--- config.mk ---
export PLATFORM = sky130hd
export DESIGN_NAME = multicycle_control_flat
export DESIGN_NICKNAME = d
export VERILOG_FILES = /design/src/rtl/multicycle_control_pkg.sv /design/src/rtl/multicycle_control_if.sv /design/src/rtl/multicycle_control_outdec.sv /design/src/rtl/multicycle_control.sv /design/src/flat_wrapper.sv
export SDC_FILE = /design/constraint.sdc
export NUM_CORES = 1
export LEC_CHECK = 0
export ABC_CLOCK_PERIOD_IN_PS = 1300
export CAP_MARGIN = 30
export CORE_UTILIZATION = 30
export DETAILED_ROUTE_END_ITERATION = 10
export GPL_TIMING_DRIVEN = 0
export PLACE_DENSITY = 0.68
export REMOVE_ABC_BUFFERS = 1
export SETUP_SLACK_MARGIN = 0.05
export SLEW_MARGIN = 20
export SYNTH_ARGS = -nofsm -noshare
export SYNTH_HDL_FRONTEND = slang
export SYNTH_SLANG_ARGS = --single-unit
export TNS_END_PERCENT = 100
--- constraint.sdc ---
create_clock -name clk -period 1.3 [get_ports clk]
set_input_delay 0.26 -clock clk [delete_from_list [all_inputs] [get_ports clk]]
set_output_delay 0.26 -clock clk [all_outputs]
set_load 0.02 [all_outputs]
--- src/rtl/multicycle_control_pkg.sv ---
// Shared definitions for the MIPS-lite multicycle control path: state
// encodings, opcode constants and the datapath select encodings that the
// ALU control and datapath muxes also decode.
package mips_lite_pkg;

  localparam int OPCODE_W = 6;

  localparam logic [5:0] OPC_R    = 6'd0;
  localparam logic [5:0] OPC_LW   = 6'd35;
  localparam logic [5:0] OPC_SW   = 6'd43;
  localparam logic [5:0] OPC_BEQ  = 6'd4;
  localparam logic [5:0] OPC_NORI = 6'd13;
  localparam logic [5:0] OPC_J    = 6'd2;

  typedef enum logic [3:0] {
    S_FETCH   = 4'd0,
    S_DECODE  = 4'd1,
    S_MEMADR  = 4'd2,
    S_MEMRD   = 4'd3,
    S_MEMWB   = 4'd4,
    S_MEMWR   = 4'd5,
    S_EXEC    = 4'd6,
    S_RTWB    = 4'd7,
    S_BRANCH  = 4'd8,
    S_IMMEX   = 4'd9,
    S_IMMWB   = 4'd10,
    S_JUMP    = 4'd11,
    S_ILLEGAL = 4'd12
  } state_e;

  localparam logic [1:0] ALUOP_ADD   = 2'b00;
  localparam logic [1:0] ALUOP_SUB   = 2'b01;
  localparam logic [1:0] ALUOP_FUNCT = 2'b10;
  localparam logic [1:0] ALUOP_NOR   = 2'b11;

  localparam logic [1:0] SRCB_B     = 2'b00;
  localparam logic [1:0] SRCB_FOUR  = 2'b01;
  localparam logic [1:0] SRCB_IMM   = 2'b10;
  localparam logic [1:0] SRCB_IMMSH = 2'b11;

  localparam logic [1:0] PCSRC_ALU    = 2'b00;
  localparam logic [1:0] PCSRC_ALUOUT = 2'b01;
  localparam logic [1:0] PCSRC_JUMP   = 2'b10;

  // One bundle of every datapath control the FSM produces.
  typedef struct packed {
    logic       pcwrite;
    logic       pcwritecond;
    logic       iord;
    logic       memread;
    logic       memwrite;
    logic       irwrite;
    logic       memtoreg;
    logic       regdest;
    logic       regwrite;
    logic       alusrca;
    logic [1:0] alusrcb;
    logic       zeroext;
    logic [1:0] aluop;
    logic [1:0] pcsource;
    logic       illegal;
  } ctrl_t;

  localparam ctrl_t CTRL_IDLE = ctrl_t'(18'd0);

endpackage

--- src/rtl/multicycle_control_if.sv ---
// Control-unit <-> datapath signal bundle. master = control unit,
// slave = datapath / IR side.
interface multicycle_control_if #(
  parameter int OPW = mips_lite_pkg::OPCODE_W
);
  logic [OPW-1:0] opcode;
  logic           mem_ready;
  logic           pcwrite;
  logic           pcwritecond;
  logic           iord;
  logic           memread;
  logic           memwrite;
  logic           irwrite;
  logic           memtoreg;
  logic           regdest;
  logic           regwrite;
  logic           alusrca;
  logic [1:0]     alusrcb;
  logic           zeroext;
  logic [1:0]     aluop;
  logic [1:0]     pcsource;
  logic           illegal;
  logic [3:0]     state;

  modport master (
    input  opcode, mem_ready,
    output pcwrite, pcwritecond, iord, memread, memwrite, irwrite,
           memtoreg, regdest, regwrite, alusrca, alusrcb, zeroext,
           aluop, pcsource, illegal, state
  );

  modport slave (
    output opcode, mem_ready,
    input  pcwrite, pcwritecond, iord, memread, memwrite, irwrite,
           memtoreg, regdest, regwrite, alusrca, alusrcb, zeroext,
           aluop, pcsource, illegal, state
  );
endinterface

--- src/rtl/multicycle_control_outdec.sv ---
// Pure state -> control decode (Moore). The only input besides the state is
// mem_ready, which gates the IR/PC update while fetching.
module control_outdec
  import mips_lite_pkg::*;
(
  input  state_e state_s,
  input  logic   mem_ready_s,
  output ctrl_t  ctrl_s
);

  // Per-state datapath controls; anything not named for a state stays 0.
  always_comb begin
    ctrl_s = CTRL_IDLE;
    case (state_s)
      S_FETCH: begin
        ctrl_s.memread  = 1'b1;
        ctrl_s.iord     = 1'b0;
        ctrl_s.alusrca  = 1'b0;
        ctrl_s.alusrcb  = SRCB_FOUR;
        ctrl_s.aluop    = ALUOP_ADD;
        ctrl_s.pcsource = PCSRC_ALU;
        ctrl_s.irwrite  = mem_ready_s;
        ctrl_s.pcwrite  = mem_ready_s;
      end
      S_DECODE: begin
        ctrl_s.alusrca = 1'b0;
        ctrl_s.alusrcb = SRCB_IMMSH;
        ctrl_s.aluop   = ALUOP_ADD;
      end
      S_MEMADR: begin
        ctrl_s.alusrca = 1'b1;
        ctrl_s.alusrcb = SRCB_IMM;
        ctrl_s.aluop   = ALUOP_ADD;
      end
      S_MEMRD: begin
        ctrl_s.memread = 1'b1;
        ctrl_s.iord    = 1'b1;
      end
      S_MEMWB: begin
        ctrl_s.regwrite = 1'b1;
        ctrl_s.memtoreg = 1'b1;
        ctrl_s.regdest  = 1'b0;
      end
      S_MEMWR: begin
        ctrl_s.memwrite = 1'b1;
        ctrl_s.iord     = 1'b1;
      end
      S_EXEC: begin
        ctrl_s.alusrca = 1'b1;
        ctrl_s.alusrcb = SRCB_B;
        ctrl_s.aluop   = ALUOP_FUNCT;
      end
      S_RTWB: begin
        ctrl_s.regwrite = 1'b1;
        ctrl_s.regdest  = 1'b1;
        ctrl_s.memtoreg = 1'b0;
      end
      S_BRANCH: begin
        ctrl_s.alusrca     = 1'b1;
        ctrl_s.alusrcb     = SRCB_B;
        ctrl_s.aluop       = ALUOP_SUB;
        ctrl_s.pcwritecond = 1'b1;
        ctrl_s.pcsource    = PCSRC_ALUOUT;
      end
      S_IMMEX: begin
        ctrl_s.alusrca = 1'b1;
        ctrl_s.alusrcb = SRCB_IMM;
        ctrl_s.zeroext = 1'b1;
        ctrl_s.aluop   = ALUOP_NOR;
      end
      S_IMMWB: begin
        ctrl_s.regwrite = 1'b1;
        ctrl_s.regdest  = 1'b0;
        ctrl_s.memtoreg = 1'b0;
      end
      S_JUMP: begin
        ctrl_s.pcwrite  = 1'b1;
        ctrl_s.pcsource = PCSRC_JUMP;
      end
      S_ILLEGAL: begin
        ctrl_s.illegal = 1'b1;
      end
      default: begin
        ctrl_s = CTRL_IDLE;
      end
    endcase
  end

endmodule

--- src/rtl/multicycle_control.sv ---
// MIPS-lite multicycle main control: state register, next-state sequencing
// and reset masking of the architectural write enables.
module multicycle_control
  import mips_lite_pkg::*;
#(
  parameter int             OPW           = OPCODE_W,
  parameter logic [OPW-1:0] OP_LW         = OPC_LW,
  parameter logic [OPW-1:0] OP_SW         = OPC_SW,
  parameter logic [OPW-1:0] OP_BEQ        = OPC_BEQ,
  parameter logic [OPW-1:0] OP_NORI       = OPC_NORI,
  parameter logic [OPW-1:0] OP_J          = OPC_J,
  parameter bit             MEM_HANDSHAKE = 1'b1
) (
  input logic                 clk,
  input logic                 rst_n,
  multicycle_control_if.master bus
);

  localparam logic [OPW-1:0] OP_R = {OPW{1'b0}};

  state_e state_r;
  state_e state_next_s;
  logic   mem_ready_s;
  ctrl_t  ctrl_dec_s;
  ctrl_t  ctrl_out_s;

  // Without the handshake, memory is assumed to complete every access at once.
  assign mem_ready_s = MEM_HANDSHAKE ? bus.mem_ready : 1'b1;

  // State register with synchronous active-low reset back to FETCH.
  always_ff @(posedge clk) begin
    if (!rst_n) begin
      state_r <= S_FETCH;
    end else begin
      state_r <= state_next_s;
    end
  end

  // Instruction sequencing; memory states hold until the access completes.
  always_comb begin
    state_next_s = S_FETCH;
    case (state_r)
      S_FETCH: begin
        if (mem_ready_s) state_next_s = S_DECODE;
        else             state_next_s = S_FETCH;
      end
      S_DECODE: begin
        if (bus.opcode == OP_LW || bus.opcode == OP_SW) state_next_s = S_MEMADR;
        else if (bus.opcode == OP_R)                    state_next_s = S_EXEC;
        else if (bus.opcode == OP_BEQ)                  state_next_s = S_BRANCH;
        else if (bus.opcode == OP_NORI)                 state_next_s = S_IMMEX;
        else if (bus.opcode == OP_J)                    state_next_s = S_JUMP;
        else                                            state_next_s = S_ILLEGAL;
      end
      S_MEMADR: begin
        if (bus.opcode == OP_LW) state_next_s = S_MEMRD;
        else                     state_next_s = S_MEMWR;
      end
      S_MEMRD: begin
        if (mem_ready_s) state_next_s = S_MEMWB;
        else             state_next_s = S_MEMRD;
      end
      S_MEMWR: begin
        if (mem_ready_s) state_next_s = S_FETCH;
        else             state_next_s = S_MEMWR;
      end
      S_EXEC:    state_next_s = S_RTWB;
      S_IMMEX:   state_next_s = S_IMMWB;
      S_MEMWB,
      S_RTWB,
      S_BRANCH,
      S_IMMWB,
      S_JUMP,
      S_ILLEGAL: state_next_s = S_FETCH;
      default:   state_next_s = S_FETCH;
    endcase
  end

  control_outdec u_outdec (
    .state_s     (state_r),
    .mem_ready_s (mem_ready_s),
    .ctrl_s      (ctrl_dec_s)
  );

  // While reset is held, no architectural state may be written.
  always_comb begin
    ctrl_out_s = ctrl_dec_s;
    if (!rst_n) begin
      ctrl_out_s.pcwrite     = 1'b0;
      ctrl_out_s.pcwritecond = 1'b0;
      ctrl_out_s.irwrite     = 1'b0;
      ctrl_out_s.regwrite    = 1'b0;
      ctrl_out_s.memwrite    = 1'b0;
    end else begin
      ctrl_out_s = ctrl_dec_s;
    end
  end

  assign bus.pcwrite     = ctrl_out_s.pcwrite;
  assign bus.pcwritecond = ctrl_out_s.pcwritecond;
  assign bus.iord        = ctrl_out_s.iord;
  assign bus.memread     = ctrl_out_s.memread;
  assign bus.memwrite    = ctrl_out_s.memwrite;
  assign bus.irwrite     = ctrl_out_s.irwrite;
  assign bus.memtoreg    = ctrl_out_s.memtoreg;
  assign bus.regdest     = ctrl_out_s.regdest;
  assign bus.regwrite    = ctrl_out_s.regwrite;
  assign bus.alusrca     = ctrl_out_s.alusrca;
  assign bus.alusrcb     = ctrl_out_s.alusrcb;
  assign bus.zeroext     = ctrl_out_s.zeroext;
  assign bus.aluop       = ctrl_out_s.aluop;
  assign bus.pcsource    = ctrl_out_s.pcsource;
  assign bus.illegal     = ctrl_out_s.illegal;
  assign bus.state       = state_r;

endmodule

--- src/flat_wrapper.sv ---
// flat-port wrapper written by rule: the top's interface ports become plain ports
module multicycle_control_flat import mips_lite_pkg::*;
#(
  parameter int             OPW           = OPCODE_W,
  parameter logic [OPW-1:0] OP_LW         = OPC_LW,
  parameter logic [OPW-1:0] OP_SW         = OPC_SW,
  parameter logic [OPW-1:0] OP_BEQ        = OPC_BEQ,
  parameter logic [OPW-1:0] OP_NORI       = OPC_NORI,
  parameter logic [OPW-1:0] OP_J          = OPC_J,
  parameter bit             MEM_HANDSHAKE = 1'b1
)
  (clk, rst_n, bus_opcode, bus_mem_ready, bus_pcwrite, bus_pcwritecond, bus_iord, bus_memread, bus_memwrite, bus_irwrite, bus_memtoreg, bus_regdest, bus_regwrite, bus_alusrca, bus_alusrcb, bus_zeroext, bus_aluop, bus_pcsource, bus_illegal, bus_state);
  multicycle_control_if #(.OPW(OPW)) bus_i ();
  input logic clk;
  input logic rst_n;
  input wire logic [$bits(bus_i.opcode)-1:0] bus_opcode;
  input wire logic [$bits(bus_i.mem_ready)-1:0] bus_mem_ready;
  output wire logic [$bits(bus_i.pcwrite)-1:0] bus_pcwrite;
  output wire logic [$bits(bus_i.pcwritecond)-1:0] bus_pcwritecond;
  output wire logic [$bits(bus_i.iord)-1:0] bus_iord;
  output wire logic [$bits(bus_i.memread)-1:0] bus_memread;
  output wire logic [$bits(bus_i.memwrite)-1:0] bus_memwrite;
  output wire logic [$bits(bus_i.irwrite)-1:0] bus_irwrite;
  output wire logic [$bits(bus_i.memtoreg)-1:0] bus_memtoreg;
  output wire logic [$bits(bus_i.regdest)-1:0] bus_regdest;
  output wire logic [$bits(bus_i.regwrite)-1:0] bus_regwrite;
  output wire logic [$bits(bus_i.alusrca)-1:0] bus_alusrca;
  output wire logic [$bits(bus_i.alusrcb)-1:0] bus_alusrcb;
  output wire logic [$bits(bus_i.zeroext)-1:0] bus_zeroext;
  output wire logic [$bits(bus_i.aluop)-1:0] bus_aluop;
  output wire logic [$bits(bus_i.pcsource)-1:0] bus_pcsource;
  output wire logic [$bits(bus_i.illegal)-1:0] bus_illegal;
  output wire logic [$bits(bus_i.state)-1:0] bus_state;
  assign bus_i.opcode = bus_opcode;
  assign bus_i.mem_ready = bus_mem_ready;
  assign bus_pcwrite = bus_i.pcwrite;
  assign bus_pcwritecond = bus_i.pcwritecond;
  assign bus_iord = bus_i.iord;
  assign bus_memread = bus_i.memread;
  assign bus_memwrite = bus_i.memwrite;
  assign bus_irwrite = bus_i.irwrite;
  assign bus_memtoreg = bus_i.memtoreg;
  assign bus_regdest = bus_i.regdest;
  assign bus_regwrite = bus_i.regwrite;
  assign bus_alusrca = bus_i.alusrca;
  assign bus_alusrcb = bus_i.alusrcb;
  assign bus_zeroext = bus_i.zeroext;
  assign bus_aluop = bus_i.aluop;
  assign bus_pcsource = bus_i.pcsource;
  assign bus_illegal = bus_i.illegal;
  assign bus_state = bus_i.state;
  multicycle_control #(.OPW(OPW), .OP_LW(OP_LW), .OP_SW(OP_SW), .OP_BEQ(OP_BEQ), .OP_NORI(OP_NORI), .OP_J(OP_J), .MEM_HANDSHAKE(MEM_HANDSHAKE)) u_core (.clk(clk), .rst_n(rst_n), .bus(bus_i));
endmodule
==> results.md <==
- Row cnt: 15
- Synth Area in Compound Gates: 0.291
- Design Area, Final: 1160 sq um
- Clock H-tree levels: 1
- Netlist Area Pre-Place: 547 sq um
- Area of the multi-input gates: 592 sq um
- Worst hold stages: 4
- Crit-path slowest cell: dfxtp_4
- Mux share of post-synthesis cell area: 0.0206
- Clk root buf: clkbuf_4
- Post-synthesis simple-gate area fraction: 0.432
- Overflow after GRT: 0
- DR vias/cell: approximately 5.7
- FF/Latch Area: 95.1 sq um
- Routed WL per cell: ~15 microns
- Initial core utilization: 0.320
- I/O Pins: 31
- Iter 0 DRT Violations: 29
- Filler cells: approximately 130
- CP Launch Type: register
- Dpl ws: -842 ps
- Initial antenna violation count: 0
- Crit. End Element: output pin
- Crit path largest cell delay: just under 400 ps
- TritonCTS Buffers: 3
- Failing checks: setup timing
- WHS: 439 ps
- # nets final: about 140
- Kind of critical path: register to output pin
- Final setup fails: 19
- Crit path max-delay family: flip-flops
- N_diodes: 0
- Dpl cell area: between 800 and 900 sq um
- Critical path depth: 4
- Critical path buffer and inverter count: 1
- Skew-Pair Late Insertion Delay: 230 ps
- Final period utilization: 1.19
- Warnings, synthesis: 0
- Number of flip-flops in the largest register: 4
- Fraction of the mapped netlist area in adder cells: 0
- CTS sink count: 4
- Worst Path Arrival: 1280 ps
- Post-Synthesis Cells: 78
- Post-synth top area share: 0.146
- Synth top area cells: dfxtp_1 (15%), a21oi_1 (6.4%), nor2_1 (6.2%)
- Slew at the pin closest to its max-slew limit: 293 ps
- DRT Pass-1 Iters: 4
- CP Data Required Time: 1040 ps
- Setup tns final: -2500 ps
- XOR/XNOR Fraction of Synth Area: 0.0320
- Layout area overhead: 113%
- Slew Viols, Final: 0
- Vias in the first global route: 843
- Most common cell after layout, fill and taps aside: buf_4
- Commonest cells after routing, fill and taps aside: buf_4 (27), buf_2 (12), buf_6 (11), nor2_1 (6), nand2b_4 (5)
- Fin. Hold Viols: 0
- Clock skew: 2.01 ps
- Drt total wl: 2.40 mm
- Seq/Total Area, Yosys: 0.146
- Chip width: about 45 microns
- Fin crit period: approximately 1500 ps
- MaxCap Viol Count: 0
- Status: finished, violations left
- HPWL Detailed: 1.14 mm
- Clock Pin Slew Worst Setup and Hold Paths: 40 ps
- CTS tree: yes
- Share of cells above drive strength 1: 0.677
- Total track usage: 0.241
- Area leader, netlist: dfxtp_1
- Die height: 44.7 microns
- # port buffers: 30
- Yosys reg bits: 4
- Vias post-DR: 877
- Core area: 1710 sq um
- Synth cell types: 36
- Main combinational cell family by area after synthesis: simple AND/OR/NAND/NOR gates
- Worst hold-check path type: input pin to register
- # DRC: 0
- Peak VDD IR: about 600 uV
- Post-route ant nets: 0
- Bufs on Longest Clock Path: 2
- Critical Path, Cell by Cell: nand2b_4 -> o22a_1 -> nor2_1 -> buf_4
- Leak: 0.000506 uW
- Hold buffers post-CTS: 0
- Fmax: 0.649 GHz
- RePlAce Congestion: 0.783
- Crit-path max FO: 10
- Worst Slack Setup Final: -242 ps
- Final core utilization: 0.681
- Relative slew slack: 0.802
- First-pass GRT wire length: 3.65 mm
- Reg2Reg Depth: 7
- Die ar.: 2000 sq um
- Avg Cell Area, Syn: 7.01 sq um
- Power Density: 915 nW/um^2
- RSZ-0062 raised after global routing: yes
- Largest net degree at the start of global routing: 11
[area by class of cell]
type / instances / area share
clock buffers: 3 / 0.0194
inverters: 2 / 0.00646
multi-input cells: 68 / 0.509
flip-flops and latches: 4 / 0.0818
well taps: 25 / 0.0269
repair buffers: 53 / 0.356
[report_power, final]
part	total [uW]	internal (uW)	leakage [uW]	switching [uW]
Sequential	191	142	0.0000356	48.6
Combinational	721	361	0.000456	359
Clock	152	103	0.0000138	49.2
[repair_timing]
| action | CTS | global route |
|---|---|---|
| gates cloned | 0 | 0 |
| pin swaps | 9 | 8 |
| gates resized for setup | 173 | 25 |
| buffers inserted | 21 | 2 |
| setup endpoints to repair | 26 | 26 |
[layer usage]
metal,part of all wire,wire length (microns),up-vias,GRT usage
li1,-,-,405,-
met1,0.37,877,397,0.263
met2,0.51,1220,64,0.447
met3,0.10,239,11,0.0480
met4,0.026,63,0,0.109
met5,0,0,-,0
[Yosys cell counts]
cell type / instances
a21o_1: 1
nor2b_1: 3
o21ai_0: 4
o311ai_0: 1
nand3b_1: 1
nor2_1: 9
o31ai_1: 1
nand2b_1: 5
nand3_2: 1
nor3b_1: 2
xnor2_1: 2
dfxtp_1: 4
buf_2: 1
o311a_2: 1
inv_1: 2
buf_4: 1
a32o_1: 1
and3_1: 2
a31oi_1: 1
o41ai_1: 2
nand4b_1: 1
a31o_2: 1
and4_1: 1
o2111ai_1: 1
nand3_1: 4
buf_6: 2
mux2_2: 1
and2b_1: 1
or3_2: 1
nand2_1: 3
o22a_1: 1
a21oi_1: 7
o31a_1: 1
or4_1: 1
nor3_1: 6
nand4_1: 1
[worst paths after layout]
check	slack (ps)	to	start
min reg2reg	760	u_core.bus.state[2]	u_core.bus.state[3]
max reg2reg	-170	u_core.bus.state[2]	u_core.bus.state[1]
min	440	u_core.bus.state[1]	bus_opcode[2]
max	-240	bus_regwrite	u_core.bus.state[2]
[worst min-delay path, stage by stage]
cell	delay, ps
buf_2	140
nor2_1	50
nand4_1	80
a31oi_1	90
[kinds of logic after synthesis]
family | after synthesis
AOI/OAI and AO/OA | 23
xor gates and xnor gates | 2
buffers and inverters | 6
DFF | 4
muxes | 1
and+or+nand+nor | 42
[through the flow]
step | std cells | total power (uW)
global placement | 129 | 642
finish | 155 | 1060
floorplan | 74 | 434
global route | 155 | 1130
CTS | 153 | 960
detailed placement | 129 | 648
Note: power is estimated with default switching activity, not from simulation.
